==> src/rtl/proc_ctrl_pkg.sv <==
// proc_ctrl_pkg: shared types and helpers for the processor control unit.
//   state_e    - controller state encoding (4 bits, INIT = 0)
//   opcode_e   - legal opcodes; anything numerically above OP_JZ is illegal
//   rf_sel_e   - register-file write-data mux select
//   alu_fn_e   - ALU function select
//   get_field  - extract an instruction field
//   op_to_state- execute state entered from DECODE for a given opcode
package proc_ctrl_pkg;

  typedef enum logic [3:0] {
    ST_INIT   = 4'd0,
    ST_FETCH  = 4'd1,
    ST_DECODE = 4'd2,
    ST_NOOP   = 4'd3,
    ST_STORE  = 4'd4,
    ST_LOAD_A = 4'd5,
    ST_LOAD_B = 4'd6,
    ST_ALU    = 4'd7,
    ST_LDI    = 4'd8,
    ST_JZ     = 4'd9,
    ST_HALT   = 4'd10,
    ST_FAULT  = 4'd11
  } state_e;

  typedef enum logic [3:0] {
    OP_NOOP  = 4'd0,
    OP_STORE = 4'd1,
    OP_LOAD  = 4'd2,
    OP_ADD   = 4'd3,
    OP_SUB   = 4'd4,
    OP_HALT  = 4'd5,
    OP_LDI   = 4'd6,
    OP_JZ    = 4'd7
  } opcode_e;

  typedef enum logic [1:0] {
    RFS_ALU = 2'd0,
    RFS_MEM = 2'd1,
    RFS_IMM = 2'd2
  } rf_sel_e;

  typedef enum logic [2:0] {
    ALU_PASS = 3'd0,
    ALU_ADD  = 3'd1,
    ALU_SUB  = 3'd2
  } alu_fn_e;

  // Fields are returned zero-extended to 64 bits so the helper is usable
  // for any parameterisation; callers slice the width they need.
  function automatic logic [63:0] get_field(input logic [63:0] ir,
                                            input int unsigned lsb,
                                            input int unsigned width);
    logic [63:0] mask;
    mask = (64'd1 << width) - 64'd1;
    return (ir >> lsb) & mask;
  endfunction

  function automatic state_e op_to_state(input logic [63:0] op);
    state_e st;
    case (op)
      64'(OP_NOOP):  st = ST_NOOP;
      64'(OP_STORE): st = ST_STORE;
      64'(OP_LOAD):  st = ST_LOAD_A;
      64'(OP_ADD):   st = ST_ALU;
      64'(OP_SUB):   st = ST_ALU;
      64'(OP_HALT):  st = ST_HALT;
      64'(OP_LDI):   st = ST_LDI;
      64'(OP_JZ):    st = ST_JZ;
      default:       st = ST_FAULT;
    endcase
    return st;
  endfunction

endpackage

==> src/rtl/proc_ctrl_unit_wait.sv <==
// proc_ctrl_wait: data-memory read-latency down-counter.
//   clk, rst_n - clock, asynchronous active-low reset
//   load       - preset the counter to MEM_LAT-1
//   en         - count down (held at zero once reached)
//   done       - counter is zero: the final wait cycle
module proc_ctrl_wait #(
  parameter int unsigned MEM_LAT = 1
) (
  input  logic clk,
  input  logic rst_n,
  input  logic load,
  input  logic en,
  output logic done
);

  localparam int unsigned CW = (MEM_LAT > 1) ? $clog2(MEM_LAT) : 1;

  logic [CW-1:0] cnt_q, cnt_d;

  always_comb begin
    cnt_d = cnt_q;
    if (load) begin
      cnt_d = CW'(MEM_LAT - 1);
    end else if (en && (cnt_q != '0)) begin
      cnt_d = cnt_q - CW'(1);
    end
  end

  always_ff @(posedge clk or negedge rst_n) begin
    if (!rst_n) begin
      cnt_q <= '0;
    end else begin
      cnt_q <= cnt_d;
    end
  end

  assign done = (cnt_q == '0);

endmodule

==> src/rtl/proc_ctrl_unit.sv <==
// proc_ctrl_unit: multi-cycle fetch/decode/execute controller.
//   Clk, Reset_n           - clock, asynchronous active-low reset
//   Instruction            - instruction register contents
//   RF_Ra_Zero             - RF A-port data is zero (JZ condition)
//   Resume                 - leave HALT / FAULT
//   PC_Clr/Up/Ld, PC_Target- program counter control
//   IR_ld                  - load instruction register
//   D_Addr, D_wr           - data memory address / write enable
//   RF_*                   - register-file addresses, write enable, mux, imm
//   ALU_s0                 - ALU function select
//   Halted, Fault          - status flags
//   OutState, NextState    - current / next controller state
//   InstrCount             - saturating retired-instruction count
module proc_ctrl_unit
  import proc_ctrl_pkg::*;
#(
  parameter int unsigned OPW     = 4,
  parameter int unsigned RAW     = 4,
  parameter int unsigned DAW     = 8,
  parameter int unsigned IW      = 16,
  parameter int unsigned MEM_LAT = 1,
  parameter int unsigned CNTW    = 16
) (
  input  logic            Clk,
  input  logic            Reset_n,
  input  logic [IW-1:0]   Instruction,
  input  logic            RF_Ra_Zero,
  input  logic            Resume,
  output logic            PC_Clr,
  output logic            PC_Up,
  output logic            PC_Ld,
  output logic [DAW-1:0]  PC_Target,
  output logic            IR_ld,
  output logic [DAW-1:0]  D_Addr,
  output logic            D_wr,
  output logic [RAW-1:0]  RF_Ra_Addr,
  output logic [RAW-1:0]  RF_Rb_Addr,
  output logic [RAW-1:0]  RF_W_Addr,
  output logic            RF_W_en,
  output logic [1:0]      RF_s,
  output logic [DAW-1:0]  RF_Imm,
  output logic [2:0]      ALU_s0,
  output logic            Halted,
  output logic            Fault,
  output logic [3:0]      OutState,
  output logic [3:0]      NextState,
  output logic [CNTW-1:0] InstrCount
);

  logic [63:0]    ir_ext;
  logic [63:0]    op_w, f2_w, f1_w, f0_w, hi_w, lo_w;
  logic [RAW-1:0] f2, f1, f0;
  logic [DAW-1:0] hi, lo;
  logic           unused_field_bits;

  always_comb begin
    ir_ext = 64'(Instruction);
    op_w   = get_field(ir_ext, 3 * RAW, OPW);
    f2_w   = get_field(ir_ext, 2 * RAW, RAW);
    f1_w   = get_field(ir_ext, RAW, RAW);
    f0_w   = get_field(ir_ext, 0, RAW);
    hi_w   = get_field(ir_ext, RAW, DAW);
    lo_w   = get_field(ir_ext, 0, DAW);
    f2     = f2_w[RAW-1:0];
    f1     = f1_w[RAW-1:0];
    f0     = f0_w[RAW-1:0];
    hi     = hi_w[DAW-1:0];
    lo     = lo_w[DAW-1:0];
  end

  assign unused_field_bits = ^{f2_w[63:RAW], f1_w[63:RAW], f0_w[63:RAW],
                               hi_w[63:DAW], lo_w[63:DAW]};

  state_e          state_q, state_d;
  logic [CNTW-1:0] cnt_q, cnt_d;
  logic            wait_load, wait_en, wait_done;
  logic            retire;

  proc_ctrl_wait #(
    .MEM_LAT(MEM_LAT)
  ) u_wait (
    .clk  (Clk),
    .rst_n(Reset_n),
    .load (wait_load),
    .en   (wait_en),
    .done (wait_done)
  );

  always_comb begin
    state_d = state_q;
    case (state_q)
      ST_INIT:   state_d = ST_FETCH;
      ST_FETCH:  state_d = ST_DECODE;
      ST_DECODE: state_d = op_to_state(op_w);
      ST_LOAD_A: if (wait_done) state_d = ST_LOAD_B;
      ST_NOOP, ST_STORE, ST_LOAD_B, ST_ALU, ST_LDI, ST_JZ:
                 state_d = ST_FETCH;
      ST_HALT, ST_FAULT:
                 if (Resume) state_d = ST_FETCH;
      default:   state_d = ST_INIT;
    endcase
  end

  assign wait_load = (state_q == ST_DECODE) && (state_d == ST_LOAD_A);
  assign wait_en   = (state_q == ST_LOAD_A);

  // Execute states always exit to FETCH, so being in one is a retirement;
  // HALT retires on entry instead, FAULT never does.
  always_comb begin
    retire = 1'b0;
    case (state_q)
      ST_NOOP, ST_STORE, ST_LOAD_B, ST_ALU, ST_LDI, ST_JZ: retire = 1'b1;
      ST_DECODE: retire = (state_d == ST_HALT);
      default:   retire = 1'b0;
    endcase
    cnt_d = cnt_q;
    if (retire && (cnt_q != '1)) begin
      cnt_d = cnt_q + CNTW'(1);
    end
  end

  always_ff @(posedge Clk or negedge Reset_n) begin
    if (!Reset_n) begin
      state_q <= ST_INIT;
      cnt_q   <= '0;
    end else begin
      state_q <= state_d;
      cnt_q   <= cnt_d;
    end
  end

  always_comb begin
    PC_Clr     = 1'b0;
    PC_Up      = 1'b0;
    PC_Ld      = 1'b0;
    PC_Target  = '0;
    IR_ld      = 1'b0;
    D_Addr     = '0;
    D_wr       = 1'b0;
    RF_Ra_Addr = '0;
    RF_Rb_Addr = '0;
    RF_W_Addr  = '0;
    RF_W_en    = 1'b0;
    RF_s       = RFS_ALU;
    RF_Imm     = '0;
    ALU_s0     = ALU_PASS;
    Halted     = 1'b0;
    Fault      = 1'b0;
    case (state_q)
      ST_INIT:  PC_Clr = 1'b1;
      ST_FETCH: begin
        IR_ld = 1'b1;
        PC_Up = 1'b1;
      end
      ST_STORE: begin
        RF_Ra_Addr = f2;
        D_Addr     = lo;
        D_wr       = 1'b1;
      end
      ST_LOAD_A: D_Addr = hi;
      ST_LOAD_B: begin
        D_Addr    = hi;
        RF_W_Addr = f0;
        RF_s      = RFS_MEM;
        RF_W_en   = 1'b1;
      end
      ST_ALU: begin
        RF_Ra_Addr = f2;
        RF_Rb_Addr = f1;
        RF_W_Addr  = f0;
        RF_W_en    = 1'b1;
        RF_s       = RFS_ALU;
        ALU_s0     = (op_w == 64'(OP_SUB)) ? ALU_SUB : ALU_ADD;
      end
      ST_LDI: begin
        RF_Imm    = hi;
        RF_W_Addr = f0;
        RF_W_en   = 1'b1;
        RF_s      = RFS_IMM;
      end
      ST_JZ: begin
        RF_Ra_Addr = f2;
        PC_Target  = lo;
        PC_Ld      = RF_Ra_Zero;
      end
      ST_HALT:  Halted = 1'b1;
      ST_FAULT: Fault  = 1'b1;
      default: ;
    endcase
  end

  // NextState reads INIT while reset is held so every output but PC_Clr is
  // zero during reset; once released INIT advances to FETCH.
  assign OutState   = state_q;
  assign NextState  = Reset_n ? state_d : ST_INIT;
  assign InstrCount = cnt_q;

endmodule

==> config.mk <==
export PLATFORM = sky130hd
export DESIGN_NAME = proc_ctrl_unit
export DESIGN_NICKNAME = d
export VERILOG_FILES = /design/src/rtl/proc_ctrl_pkg.sv /design/src/rtl/proc_ctrl_unit_wait.sv /design/src/rtl/proc_ctrl_unit.sv
export SDC_FILE = /design/constraint.sdc
export NUM_CORES = 1
export LEC_CHECK = 0
export BUFFER_PORTS_ARGS = -buffer_cell sky130_fd_sc_hd__clkbuf_2
export CAP_MARGIN = 20
export CORE_ASPECT_RATIO = 0.5
export CORE_UTILIZATION = 49
export CTS_CLUSTER_DIAMETER = 80
export DETAILED_ROUTE_END_ITERATION = 12
export GPL_TIMING_DRIVEN = 1
export HOLD_SLACK_MARGIN = 0.02
export MAX_ROUTING_LAYER = met4
export PLACE_DENSITY = 0.93
export SYNTH_ARGS = -nofsm -noshare
export SYNTH_HDL_FRONTEND = slang
export SYNTH_SLANG_ARGS = --single-unit
==> constraint.sdc <==
create_clock -name Clk -period 5.33 [get_ports Clk]
set_input_delay 0.7995 -clock Clk [delete_from_list [all_inputs] [get_ports Clk]]
set_output_delay 0.7995 -clock Clk [all_outputs]
set_load 0.005 [all_outputs]
==> results.md <==
* Mean instance size in the synthesized netlist at 8.56 um2
* Accumulated negative setup slack at 0 ns
* Clock period minus final worst setup slack at roughly 3.2 ns
* MaxCap Viol Count at 0
* RePlAce Congestion at roughly 0.84
* Final Util at 66.1%
* CTS tree: done
* Hold Slack at 0.493 ns
* Total via count after detailed routing at around 1,800
* Total of endpoints with negative setup slack in the final report at 0
* Number of hold-slack violations in the final timing report at 0
* Signal arrival time at the worst endpoint at 2.38 ns
* # fillers at 286
* Hold Path Class: reg -> reg
* Area of all placed cells without fillers at ~2300 um2
* Total net switching power at 407 uW
* Mapped Cells at 211
* Slowest cell on the critical path: nor3_1
* Number of H-tree branching levels at 1
* Post-CTS Setup Repair Bufs at 0
* Final #Nets at 319
* Clk_skew at 0.00583 ns
* Sequential share of power at approximately 34%
* Worst setup path category: reg -> out
* Post-DP HPWL at between 3000 and 4000 um
* Initial core utilization at 52.0%
* Peak supply drop at 235 uV
* Run status: finished, final reports clean
* Most common library cells after synthesis: 35 x and2_1, 21 x dfrtp_1, 16 x nand2_1
* Global-route wire length before repair at approximately 7000 um
* Core Footprint at 3470 um2
* Leakage power at 1.22 nW
* Crit path largest cell delay at 0.73 ns
* CTS sink cnt at 21
* Clk_lat worst skew at 0.26 ns
* Area of the die at 3950 um2
* Antenna-violating nets left at 0
* Multi-input gate area in the final layout at 1190 um2
* Final Max Slew Viols at 0
* Switching fraction of total power at between 40% and 50%
* Area growth syn-to-layout at 27.1%
* Top Family by Delay on Critical Path: simple AND/OR/NAND/NOR gates
* Inserted Clock Buffers at 3
* Number of flops mapped to enable cells by yosys at 0
* Top cells by area in the synthesized netlist: dfrtp_1 29%, and2_1 12%, xor2_1 6.3%
* Global-route usage over all layers at 23.3%
* Post-detailed-placement cell area at 2250 um2
* Wire length per cell at 13.2 um
* Proportion of synthesized flip-flops having asynchronous set or reset at 100%
* Dominant cell type by count on the critical path: nand2b_1
* Critical Path Fanout Max at 12
* Number of global-route vias before repair at 1,546
* Buffers & Inverters on Critical Path at 1
* Post-synthesis cell type count at 45
* Crit path cell chain: nand2b_1, nor3_1, nand2b_1, and2_1, clkbuf_2
* Total wirelength of the detailed-routed design at 4540 um
* I/O Pins at 93
* F_max at 315 MHz
* Power density over the cells at 378 nW/um2
* Clock-pin slew on the worst setup and hold paths at 0.07 ns
* Initial antenna violation count at 0
* Buffer depth of the longest clock path at 2
* Cells resized by post-CTS repair at 0
* Yosys Warn Count at 0
* Mapped cell area at 1810 um2
* Flops & latches, synth at 21
* Via-to-Cell Ratio at 5.26
* Slew at the pin closest to its max-slew limit at around 0.9 ns
* Critical path capture point type: output pin
* Fraction of synthesized cell area taken by the top area cell type at between 20 and 30%
* Share of synthesized area occupied by flip-flops and latches at 29.1%
* Most instantiated library cell after synthesis: and2_1
* Placed cells at between 300 and 400
* Post-route DRC at 0
* Die width at 87.8 um
* Height of the die at 44.9 um
* Number of buffers inserted for hold repair after clock tree synthesis at 0
* Unrepaired setup endpoints after global routing: no
* Placement row count at 15
* Final critical-path share of the clock period at 59.6%
* Router iterations before antenna repair at 4
* Library cell used as clock root buffer: clkbuf_8
* Max-slew headroom at about two fifths
* Launching element type of the critical path: register
* Logic gate share of total power at 53.8%
* Leading area contributor after synthesis: dfrtp_1
* Antenna diode count at 0
* Number of DRC markers in iteration 0 at 48
* Buffers added on ports at 91
* Layout cell share with drive strength beyond 1 at a little under two fifths
* Total nets after synthesis at 235
* Share of total power in the clock network at around an eighth
* Count of non-filler cells in the finished layout at 345
* Worst Path Required at 4.53 ns
* Maximum number of pins on one net before global-route repair at 32
* Total area of sequential cells at 526 um2
* Int Power at 461 uW
* Primary flip-flop cell chosen by synthesis mapping: dfrtp_1
* Remaining Overflow, GRT at 0
-- power groups by stage --
stage          Combinational (mW)  Sequential [mW]  Clock, mW
3_5_place_dp                0.469            0.299          0
5_1_grt                     0.515            0.312      0.110
4_1_cts                     0.470            0.296      0.105
3_3_place_gp                0.449            0.294          0
2_1_floorplan               0.388            0.242          0
6_report                    0.467            0.298      0.103
-- per-layer routing --
metal	vias up	GRT usage, %	share of wire, %
met2	51	46.7	53
met3	2	2.19	4.5
met4	0	4.92	0.40
met5	-	-	0
li1	896	-	-
met1	866	25.6	42
-- cell type report --
type,count,area share (%)
Multi-Input combinational cell,175,52.0
Clock buffer,4,1.96
Inverter,3,0.491
Sequential cell,21,22.9
Tap cell,51,2.78
Timing Repair Buffer,91,19.8
-- cell usage in the layout (no fill, tap or decap), types with 2 or more instances in the layout --
cell and count:
clkbuf_2 91, nand4_1 3, o21ai_0 2, ha_1 4, and3_1 4, o21ai_1 2
nand2_1 16, mux2_1 3, clkbuf_8 3, a21oi_1 9, a211oi_1 9, o21a_1 2
nor2b_1 7, xor2_1 13, nor4_1 2, and2_1 35, nor2_1 15, nor3_2 8
nor3_1 4, mux2i_1 3, nand2b_1 10, inv_1 3, nor3b_1 2, nand3_1 5
dfrtp_1 21
-- path summary, 6_finish.rpt --
kind                            cells past startpoint                       from                    endpoint  slack, ns
worst max-delay path                                5      OutState[3]$_DFF_PN0_                RF_W_Addr[3]       2.15
worst min-delay path                                1  InstrCount[5]$_DFFE_PN0P_   InstrCount[5]$_DFFE_PN0P_       0.49
worst max register to register                      6      OutState[1]$_DFF_PN0_  InstrCount[14]$_DFFE_PN0P_       2.53
worst min register to register                      1  InstrCount[5]$_DFFE_PN0P_   InstrCount[5]$_DFFE_PN0P_       0.49
max in group asynchronous                           1                    Reset_n   InstrCount[1]$_DFFE_PN0P_       4.44
min in group asynchronous                           1                    Reset_n  InstrCount[15]$_DFFE_PN0P_       0.51
-- cell families after synthesis --
kind of cell	share of synthesized area (%)
AOI/OAI and AO/OA	12.4
adders and majority gates	2.77
DFF	29.1
and+or+nand+nor	40.9
xor gates and xnor gates	6.31
buffers and inverters	4.78
other	0.208
muxes	3.53
-- registers in the layout, indices dropped and copies added, names as in the netlist --
signal	cells
u_wait.cnt_q	1
OutState	4
InstrCount	16
-- stage by stage --
stage               setup slack (ns)  power, mW
finish                          2.15      0.868
floorplan                       2.69      0.631
global placement                2.44      0.743
detailed placement              2.37      0.768
global route                    1.94      0.938
CTS                             2.18      0.871
Power figures use the tool's default switching activity.
